--- config.mk ---
export PLATFORM = sky130hd
export DESIGN_NAME = seg7_scan_driver
export DESIGN_NICKNAME = d
export VERILOG_FILES = /design/src/rtl/seg7_pkg.sv /design/src/rtl/seg7_decoder.sv /design/src/rtl/seg7_scan_driver.sv
export SDC_FILE = /design/constraint.sdc
export NUM_CORES = 1
export LEC_CHECK = 0
export ABC_AREA = 1
export CORE_AREA = 2 2 64 66
export DETAILED_ROUTE_END_ITERATION = 8
export DIE_AREA = 0 0 66 68
export HOLD_SLACK_MARGIN = 0.03
export PLACE_DENSITY = 0.68
export SLEW_MARGIN = 30
export SYNTH_ARGS = -nofsm -noshare
export SYNTH_HDL_FRONTEND = slang
export SYNTH_SLANG_ARGS = --single-unit
--- constraint.sdc ---
create_clock -name CLK -period 2.1 [get_ports CLK]
set_input_delay 0.525 -clock CLK [delete_from_list [all_inputs] [get_ports CLK]]
set_output_delay 0.525 -clock CLK [all_outputs]
set_load 0.05 [all_outputs]
--- src/rtl/seg7_pkg.sv ---
// Shared seven-segment constants: active-low glyphs (gfedcba, bit0 = a)
// and active-low one-hot digit enables used by the display blocks.
package seg7_pkg;

    typedef logic [1:0] scan_idx_t;

    localparam logic [6:0] SEG_0     = 7'b1000000;
    localparam logic [6:0] SEG_1     = 7'b1111001;
    localparam logic [6:0] SEG_2     = 7'b0100100;
    localparam logic [6:0] SEG_3     = 7'b0110000;
    localparam logic [6:0] SEG_4     = 7'b0011001;
    localparam logic [6:0] SEG_5     = 7'b0010010;
    localparam logic [6:0] SEG_6     = 7'b0000010;
    localparam logic [6:0] SEG_7     = 7'b1111000;
    localparam logic [6:0] SEG_8     = 7'b0000000;
    localparam logic [6:0] SEG_9     = 7'b0010000;
    localparam logic [6:0] SEG_BLANK = 7'b1111111;

    localparam logic [3:0] DIG_SEL_0   = 4'b1110;
    localparam logic [3:0] DIG_SEL_1   = 4'b1101;
    localparam logic [3:0] DIG_SEL_2   = 4'b1011;
    localparam logic [3:0] DIG_SEL_3   = 4'b0111;
    localparam logic [3:0] DIG_SEL_OFF = 4'b1111;

    function automatic logic [3:0] dig_sel_of(input scan_idx_t idx);
        logic [3:0] sel;
        sel = DIG_SEL_OFF;
        case (idx)
            2'd0: sel = DIG_SEL_0;
            2'd1: sel = DIG_SEL_1;
            2'd2: sel = DIG_SEL_2;
            2'd3: sel = DIG_SEL_3;
            default: sel = DIG_SEL_OFF;
        endcase
        return sel;
    endfunction

endpackage

--- src/rtl/seg7_decoder.sv ---
// Combinational BCD to active-low seven-segment decoder; codes 10-15 go blank.
module seg7_decoder
    import seg7_pkg::*;
(
    input  logic [3:0] i_code,
    output logic [6:0] o_seg
);

    always_comb begin
        o_seg = SEG_BLANK;
        case (i_code)
            4'd0:    o_seg = SEG_0;
            4'd1:    o_seg = SEG_1;
            4'd2:    o_seg = SEG_2;
            4'd3:    o_seg = SEG_3;
            4'd4:    o_seg = SEG_4;
            4'd5:    o_seg = SEG_5;
            4'd6:    o_seg = SEG_6;
            4'd7:    o_seg = SEG_7;
            4'd8:    o_seg = SEG_8;
            4'd9:    o_seg = SEG_9;
            default: o_seg = SEG_BLANK;
        endcase
    end

endmodule

--- src/rtl/seg7_scan_driver.sv ---
// Four-digit multiplexed seven-segment scan driver with registered outputs.
// Optional per-digit blinking is built only when SEG7_BLINK_EN is defined.
module seg7_scan_driver
    import seg7_pkg::*;
#(
    parameter int SCAN_DIV  = 12500,
    parameter int BLINK_DIV = 64
) (
    input  logic       CLK,
    input  logic       RESET,
    input  logic [3:0] C1_IN,
    input  logic [3:0] C2_IN,
    input  logic [3:0] C3_IN,
    input  logic [3:0] C4_IN,
    input  logic [3:0] BLINK_MASK,
    output logic [6:0] SEG_OUT,
    output logic [3:0] DIG_SEL,
    output logic       SCAN_TICK
);

    localparam int              PW         = (SCAN_DIV > 1) ? $clog2(SCAN_DIV) : 1;
    localparam logic [PW-1:0]   PRESC_TERM = PW'(SCAN_DIV - 1);

    logic [PW-1:0] r_presc;
    scan_idx_t     r_idx;
    logic          r_tick;
    logic [6:0]    r_seg;
    logic [3:0]    r_dig;

    logic          w_term;
    scan_idx_t     w_next_idx;
    logic [3:0]    w_code;
    logic [6:0]    w_glyph;
    logic          w_blank;

    assign w_term     = (r_presc == PRESC_TERM);
    assign w_next_idx = r_idx + 2'd1;

    // Select the digit that becomes active at this advance, so segments and enable switch together.
    always_comb begin
        w_code = C1_IN;
        case (w_next_idx)
            2'd0:    w_code = C1_IN;
            2'd1:    w_code = C2_IN;
            2'd2:    w_code = C3_IN;
            2'd3:    w_code = C4_IN;
            default: w_code = C1_IN;
        endcase
    end

    seg7_decoder u_decoder (
        .i_code (w_code),
        .o_seg  (w_glyph)
    );

`ifdef SEG7_BLINK_EN
    localparam int            BW         = (BLINK_DIV > 1) ? $clog2(BLINK_DIV) : 1;
    localparam logic [BW-1:0] BLINK_TERM = BW'(BLINK_DIV - 1);

    logic [BW-1:0] r_blink_cnt;
    logic          r_blink_phase;

    always_ff @(posedge CLK or posedge RESET) begin
        if (RESET) begin
            r_blink_cnt   <= '0;
            r_blink_phase <= 1'b0;
        end else if (w_term) begin
            if (r_blink_cnt == BLINK_TERM) begin
                r_blink_cnt   <= '0;
                r_blink_phase <= ~r_blink_phase;
            end else begin
                r_blink_cnt <= r_blink_cnt + BW'(1);
            end
        end
    end

    // Blanking uses the phase in force at the advance and the mask sampled with the code.
    assign w_blank = r_blink_phase & BLINK_MASK[w_next_idx];
`else
    logic w_unused_blink_mask;
    assign w_unused_blink_mask = ^BLINK_MASK;
    assign w_blank             = 1'b0;
`endif

    always_ff @(posedge CLK or posedge RESET) begin
        if (RESET) begin
            r_presc <= '0;
            r_idx   <= 2'd3;
            r_tick  <= 1'b0;
            r_seg   <= SEG_BLANK;
            r_dig   <= DIG_SEL_OFF;
        end else begin
            r_tick <= w_term;
            if (w_term) begin
                r_presc <= '0;
                r_idx   <= w_next_idx;
                r_seg   <= w_blank ? SEG_BLANK : w_glyph;
                r_dig   <= dig_sel_of(w_next_idx);
            end else begin
                r_presc <= r_presc + PW'(1);
            end
        end
    end

    assign SEG_OUT   = r_seg;
    assign DIG_SEL   = r_dig;
    assign SCAN_TICK = r_tick;

endmodule

==> results of run 1 <==
[where the power goes]
part	switching [W]	leakage (nW)	internal, W
Clock	0.000151	0.0228	0.000135
Combinational	0.0000652	0.645	0.0000554
Sequential	0.00000291	0.330	0.000550
Total	0.000219	0.999	0.000741
[worst max path at each step]
| stage | startpoint | to | slack (ns) |
|---|---|---|---|
| floorplan | r_idx[0] | SEG_OUT[4] | 0.21 |
| global placement | C1_IN[1] | SEG_OUT[4] | 0.04 |
| detailed placement | C1_IN[1] | SEG_OUT[4] | -0.03 |
| CTS | r_idx[0] | SEG_OUT[4] | 0.07 |
| global route | r_idx[0] | SEG_OUT[4] | 0.01 |
| finish | SCAN_TICK | SCAN_TICK | 0.16 |
[cell usage after synthesis]
master / count / share of area [%]
buf_6: 1 / 0.68
inv_2: 3 / 0.68
nand2_1: 55 / 13
xnor2_1: 2 / 1.1
nor3_1: 2 / 0.61
or2_2: 3 / 1.1
ha_1: 8 / 6.1
nand3_1: 12 / 3.7
nand4_1: 3 / 1.1
inv_1: 23 / 5.2
dfrtp_1: 15 / 23
nor2_4: 1 / 0.68
nor3_2: 1 / 0.61
a21oi_1: 6 / 1.8
dfstp_2: 13 / 21
nand4_2: 1 / 0.76
a21oi_2: 1 / 0.53
o21bai_1: 1 / 0.46
nor2_1: 33 / 7.5
a21oi_4: 1 / 0.99
nand2_2: 3 / 1.1
o21ai_0: 6 / 1.8
nor3_4: 1 / 0.99
nand3b_1: 3 / 1.4
o21ai_4: 1 / 0.99
nor2_2: 2 / 0.76
xor2_1: 4 / 2.1
o21ai_1: 1 / 0.30
nand2_4: 1 / 0.68
[area by class of cell]
cell class,count,area [sq um]
fill,409,1790
tap,50,62.6
timing repair buffer,36,315
clock buffer,4,45.0
inverter,26,97.6
multi-input combinational,152,827
sequential,28,717
[sequential cells by signal (all words and copies together), names as in the netlist]
signal and flops:
r_presc 14, SCAN_TICK 1, DIG_SEL 4, r_idx 2, SEG_OUT 7
[cell families (layout without fill, tap and decap cells)]
| kind of cell | Yosys count | after routing | synth area share [%] |
|---|---|---|---|
| AND/OR/NAND/NOR | 121 | 121 | 33.6 |
| flip-flops | 28 | 28 | 43.6 |
| buffers and inverters | 27 | 66 | 6.62 |
| AO/OA/AOI/OAI | 17 | 17 | 6.92 |
| adder cells (fa/ha/maj) | 8 | 8 | 6.08 |
| XOR/XNOR | 6 | 6 | 3.19 |
[through the flow]
stage                     power, W  hold slack (ns)  cell area (sq um)
final                     0.000960            0.471               2060
after global routing       0.00101            0.498               2060
after CTS                 0.000977            0.474               2060
after detailed placement  0.000685            0.463               2010
after global placement    0.000683            0.454               2010
after floorplan           0.000628            0.430               1650
[layer usage]
metal | share of wire, % | GRT usage, % | wire length (um)
met1 | 46 | 20.2 | 1460
met2 | 50 | 27.8 | 1580
met3 | 3.3 | 2.47 | 106
met4 | 0.73 | 4.59 | 23
met5 | 0 | 0 | 0
[what timing repair did]
action | 4_1_cts | 5_1_grt
gates resized for setup | 0 | 4
setup endpoints to repair | 0 | 4
buffers inserted | 0 | 0
hold buffers | 0 | 0
==> insert_results.sql, run 1 <==
INSERT INTO impl_metrics (metric_group, metric, value, unit) VALUES
('run_status', 'outcome', 'finished, final reports clean', ''),
('drt', 'post-route-drc-count', '0', ''),
('timing', 'timing_worst_slew_pin_value', '0.490', 'ns'),
('layout', 'layout_common_cells', 'nand2_1, nor2_1, inv_1', ''),
('critical_path', 'critPathRequiredTime', '1.57', 'ns'),
('place', 'numPortBuffers', '29', ''),
('layout', 'nets', '277', ''),
('drt', 'drt_iter0_drc', '47', ''),
('worst_hold_path', 'timing.hold.worst.class', 'reg2reg', ''),
('global_route', 'antenna_found_initial', '0', ''),
('pwr', 'powerDensity', '465', 'nW/um^2'),
('floorplan', 'num_rows', '23', ''),
('synthesis', 'post_synth_inst_count', '207', ''),
('clock_network', 'cts_max_path_buffers', '2', ''),
('drt', 'dr_total_vias', '1359', ''),
('critical_path', 'timing.critical_path.from_type', 'register', ''),
('layout', 'synthToLayoutAreaGrowth', '25.5', '%'),
('critical_path', 'timing.rr.start', 'r_idx[0]', ''),
('layout', 'insertedDiodeCount', '0', ''),
('critical_path', 'critical_path.top_delay_family', 'buffers and inverters', ''),
('critical_path', 'cp.arrival', '1.41', 'ns'),
('critical_path', 'path_class', 'reg2out', ''),
('clock_network', 'cell_at_the_root_of_the_clock_tree', 'clkbuf_8', ''),
('clock_network', 'clk_transition_reported_paths', '0.09', 'ns'),
('timing', 'clock.fmax', '517', 'MHz'),
('synthesis', 'syn-num-nets', '237', ''),
('place', 'gp_congestion', '0.880', ''),
('synthesis', 'syn_avg_cell_area', '7.95', 'sq um'),
('timing', 'final_critical_path_share_of_the_clock_period', '92.1', '%'),
('clock_network', 'tritoncts_clock_tree', 'done', ''),
('timing', 'grt_setup_unrepaired', 'false', ''),
('place', 'hpwl', '2.52', 'mm'),
('floorplan', 'fp.dieH', '68', 'um'),
('floorplan', 'die-area', '4490', 'sq um'),
('clock_network', 'insertion_delay', '0.26', 'ns'),
('synthesis', 'syn_area', '1650', 'sq um'),
('global_route', 'largest_net_degree_at_the_start_of_global_routing', '29', ''),
('pwr', 'irDropWorstVdd', '0.000199', 'V'),
('global_route', 'grt.total_usage', '15.8', '%'),
('floorplan', 'boundaryPins', '34', ''),
('synthesis', 'sequential_cell_area_fraction_in_the_yosys_report', '43.6', '%'),
('layout', 'fin_util', '53.5', '%'),
('synthesis', 'synth_seq_cells', '28', ''),
('timing', 'finalHoldViolations', '0', ''),
('timing', 'setup_viol', '0', ''),
('global_route', 'grt_pass1_wl', '5.53', 'mm'),
('drt', 'route.final.wire_length', '3.17', 'mm'),
('place', 'place_inst', '292', ''),
('worst_hold_path', 'holdPathStages', '1', ''),
('pwr', 'power_leakage', '0.999', 'nW'),
('critical_path', 'path_depth', '1', ''),
('timing', 'max_slew_margin', '67.2', '%'),
('synthesis', 'synth-warning-count', '0', ''),
('synthesis', 'unique_masters_post_synth', '29', ''),
('drt', 'drt-vias-per-instance', '4.59', ''),
('critical_path', 'timing.rr.end', 'SEG_OUT[4]', ''),
('worst_hold_path', 'worstHoldEndpoint', 'r_presc[0]', ''),
('flow_run', 'maxCapViolations', '0', ''),
('timing', 'final.setup.tns', '0', 'ns'),
('drt', 'detail_route.wl_per_cell', '10.7', 'um'),
('critical_path', 'cpMaxStageDelayCell', 'clkdlybuf4s50_1', ''),
('floorplan', 'die_width', '66', 'um'),
('critical_path', 'rr_worst_depth', '11', ''),
('drt', 'drt_first_pass_iters', '5', ''),
('critical_path', 'ff2ff_setup_slack', '0.18', 'ns'),
('critical_path', 'path_max_fanout', '1', ''),
('clock_network', 'cts.htree.levels', '1', ''),
('clock_network', 'cts_buffers', '3', ''),
('clock_network', 'clk_sink_count', '28', ''),
('layout', 'final_common_cell', 'nand2_1', ''),
('global_route', 'grt_overflow_total', '0', '');
Power figures use the tool's default switching activity.
==> inputs of run 2 (changes only) <==
Settings changed: CORE_AREA 2 2 64 66 to 2 2 55 77, DIE_AREA 0 0 66 68 to 0 0 57 79, PLACE_DENSITY 0.68 to 0.67.
==> insert_results.sql, run 2 (synthesis results as in run 1) <==
INSERT INTO impl_metrics (metric_group, metric, value, unit) VALUES
('clock_network', 'tritoncts_clock_tree', 'done', ''),
('critical_path', 'cp.arrival', '2.15', 'ns'),
('timing', 'final_critical_path_share_of_the_clock_period', '92.6', '%'),
('pwr', 'total_power', '0.00109', 'W'),
('clock_network', 'cell_at_the_root_of_the_clock_tree', 'clkbuf_8', ''),
('clock_network', 'cts_setup_buffers', '0', ''),
('timing', 'max_slew_margin', '67.3', '%'),
('clock_network', 'cts.htree.levels', '1', ''),
('clock_network', 'insertion_delay', '0.27', 'ns'),
('layout', 'nets', '278', ''),
('floorplan', 'fp.dieH', '79', 'um'),
('critical_path', 'crit_path_max_incr_delay', '0.56', 'ns'),
('global_route', 'grt_overflow_total', '0', ''),
('clock_network', 'cts-resized-gates', '0', ''),
('timing', 'setup_slack', '0.155', 'ns'),
('timing', 'clock.fmax', '514', 'MHz'),
('drt', 'ant_nets', '0', ''),
('timing', 'shortest_clock_period_the_worst_path_allows_after_layout', '1.95', 'ns'),
('layout', 'fin_util', '54.2', '%'),
('layout', 'max_flop_register', 'r_presc', ''),
('drt', 'drt_iter0_drc', '24', ''),
('worst_hold_path', 'holdPathStages', '1', ''),
('floorplan', 'num_rows', '27', ''),
('critical_path', 'setup.worst_path.start', 'r_idx[1]', ''),
('critical_path', 'timing.critical_path.from_type', 'register', ''),
('floorplan', 'floorplan.core_area', '3850', 'sq um'),
('floorplan', 'die_width', '57', 'um'),
('place', 'pre_cts_slack', '-0.00956', 'ns'),
('layout', 'synthToLayoutAreaGrowth', '26.8', '%'),
('timing', 'fin_hold_ws', '0.463', 'ns'),
('global_route', 'largest_net_degree_at_the_start_of_global_routing', '29', ''),
('pwr', 'irDropWorstVdd', '0.000344', 'V'),
('drt', 'detail_route.wl_per_cell', '10.7', 'um'),
('drt', 'post-route-drc-count', '0', ''),
('global_route', 'antenna_found_initial', '0', ''),
('layout', 'insertedDiodeCount', '0', ''),
('critical_path', 'cpMostUsedCell', 'nand2_1', ''),
('timing', 'timing_worst_slew_pin_value', '0.489', 'ns'),
('floorplan', 'floorplan.initialDensity', '42.7', '%'),
('critical_path', 'path_max_fanout', '5', ''),
('layout', 'final_common_cell', 'nand2_1', ''),
('drt', 'route.final.wire_length', '3.11', 'mm'),
('floorplan', 'boundaryPins', '34', ''),
('global_route', 'grt_pass1_wl', '5.49', 'mm'),
('timing', 'fin_skew', '0.00695', 'ns'),
('worst_hold_path', 'holdCritStartpoint', 'r_presc[0]', ''),
('run_status', 'outcome', 'finished, final reports clean', ''),
('layout', 'largest_register_ff_count', '14', ''),
('pwr', 'power_leakage', '1.02', 'nW'),
('drt', 'dr_total_vias', '1349', ''),
('critical_path', 'path_class', 'reg2reg', ''),
('critical_path', 'rr_worst_depth', '11', ''),
('timing', 'finalHoldViolations', '0', ''),
('critical_path', 'cpMaxStageDelayCell', 'dfstp_2', ''),
('critical_path', 'worst_setup_path_end_kind', 'register', ''),
('drt', 'drt-vias-per-instance', '4.65', ''),
('layout', 'drive_gt1_share', '23.1', '%'),
('clock_network', 'postCtsHoldBufs', '0', ''),
('place', 'hpwl', '2.53', 'mm'),
('timing', 'setup_viol', '0', ''),
('critical_path', 'path_cells', 'inv_1 -> ha_1 -> nand2_1 -> nand2_1 -> o21ai_4 -> inv_1 -> ha_1 -> nand3b_1 -> nand3_1 -> nand2_1 -> o21ai_0', ''),
('drt', 'drt_first_pass_iters', '4', ''),
('flow_run', 'maxCapViolations', '0', ''),
('critical_path', 'critPathRequiredTime', '2.30', 'ns'),
('worst_hold_path', 'timing.hold.worst.class', 'reg2reg', ''),
('place', 'gp_congestion', '0.773', ''),
('clock_network', 'clk_transition_reported_paths', '0.10', 'ns'),
('clock_network', 'cts_max_path_buffers', '2', ''),
('clock_network', 'cts_buffers', '3', ''),
('global_route', 'number_of_global_route_vias_before_repair', '1341', ''),
('clock_network', 'clk_sink_count', '28', ''),
('timing', 'drv_slew', '0', ''),
('place', 'numPortBuffers', '29', ''),
('floorplan', 'die-area', '4500', 'sq um'),
('global_route', 'grt.total_usage', '15.2', '%'),
('critical_path', 'timing.rr.start', 'r_idx[1]', ''),
('layout', 'layout_common_cells', 'nand2_1, nor2_1, inv_1', ''),
('pwr', 'powerDensity', '522', 'nW/um^2');
-- run 2: changes by cell type in the layout (fill, tap and decap cells not counted) --
cell | previous run | this run
buf_4 | 18 | 19
bufinv_16 | 0 | 1
clkbuf_1 | 1 | 0
ha_1 | 5 | 6
ha_2 | 3 | 2
o21ai_0 | 5 | 6
o21ai_1 | 2 | 1
-- run 2: stage by stage --
step	setup TNS (ns)	instance area, sq um	cells
2_1_floorplan	0	1650	207
3_3_place_gp	0	2010	286
3_5_place_dp	-0.00956	2010	286
4_1_cts	0	2080	290
5_1_grt	-0.00359	2090	290
6_report	0	2090	290
-- run 2: power by group --
part           total (W)  switching [W]  internal [W]
Clock           0.000418       0.000163      0.000255
Sequential      0.000553     0.00000278      0.000550
Combinational   0.000120      0.0000645     0.0000553
-- run 2: per-layer routing --
| layer | track usage [%] | up-vias | part of all wire [%] |
|---|---|---|---|
| li1 | - | 724 | - |
| met1 | 17.6 | 606 | 43 |
| met2 | 28.2 | 17 | 54 |
| met3 | 2.12 | 2 | 2.4 |
| met4 | 4.88 | 0 | 0.87 |
| met5 | 0 | - | 0 |
-- run 2: cell type report --
type / count / area (sq um)
clock buffers: 3 / 41.3
clock inverters: 1 / 30.0
fillers: 395 / 1760
inverters: 26 / 97.6
multi-input cells: 152 / 825
flip-flops and latches: 28 / 717
well taps: 43 / 53.8
repair buffers: 37 / 323
-- run 2: worst max-delay path: cells and delay by family, from the launching register on --
family | cells | cell delay [ns]
AO/OA/AOI/OAI | 2 | 0.31
adder cells (fa/ha/maj) | 2 | 0.43
buffers and inverters | 2 | 0.14
flip-flops | 1 | 0.56
AND/OR/NAND/NOR | 5 | 0.45
-- run 2: final timing paths --
check,slack (ns),endpoint
worst max-delay path,0.15,SEG_OUT[4]
worst min-delay path,0.46,r_presc[0]
worst max register to register,0.15,SEG_OUT[4]
worst min register to register,0.46,r_presc[0]
max in group asynchronous,1.19,r_idx[0]
min in group asynchronous,0.61,r_presc[0]
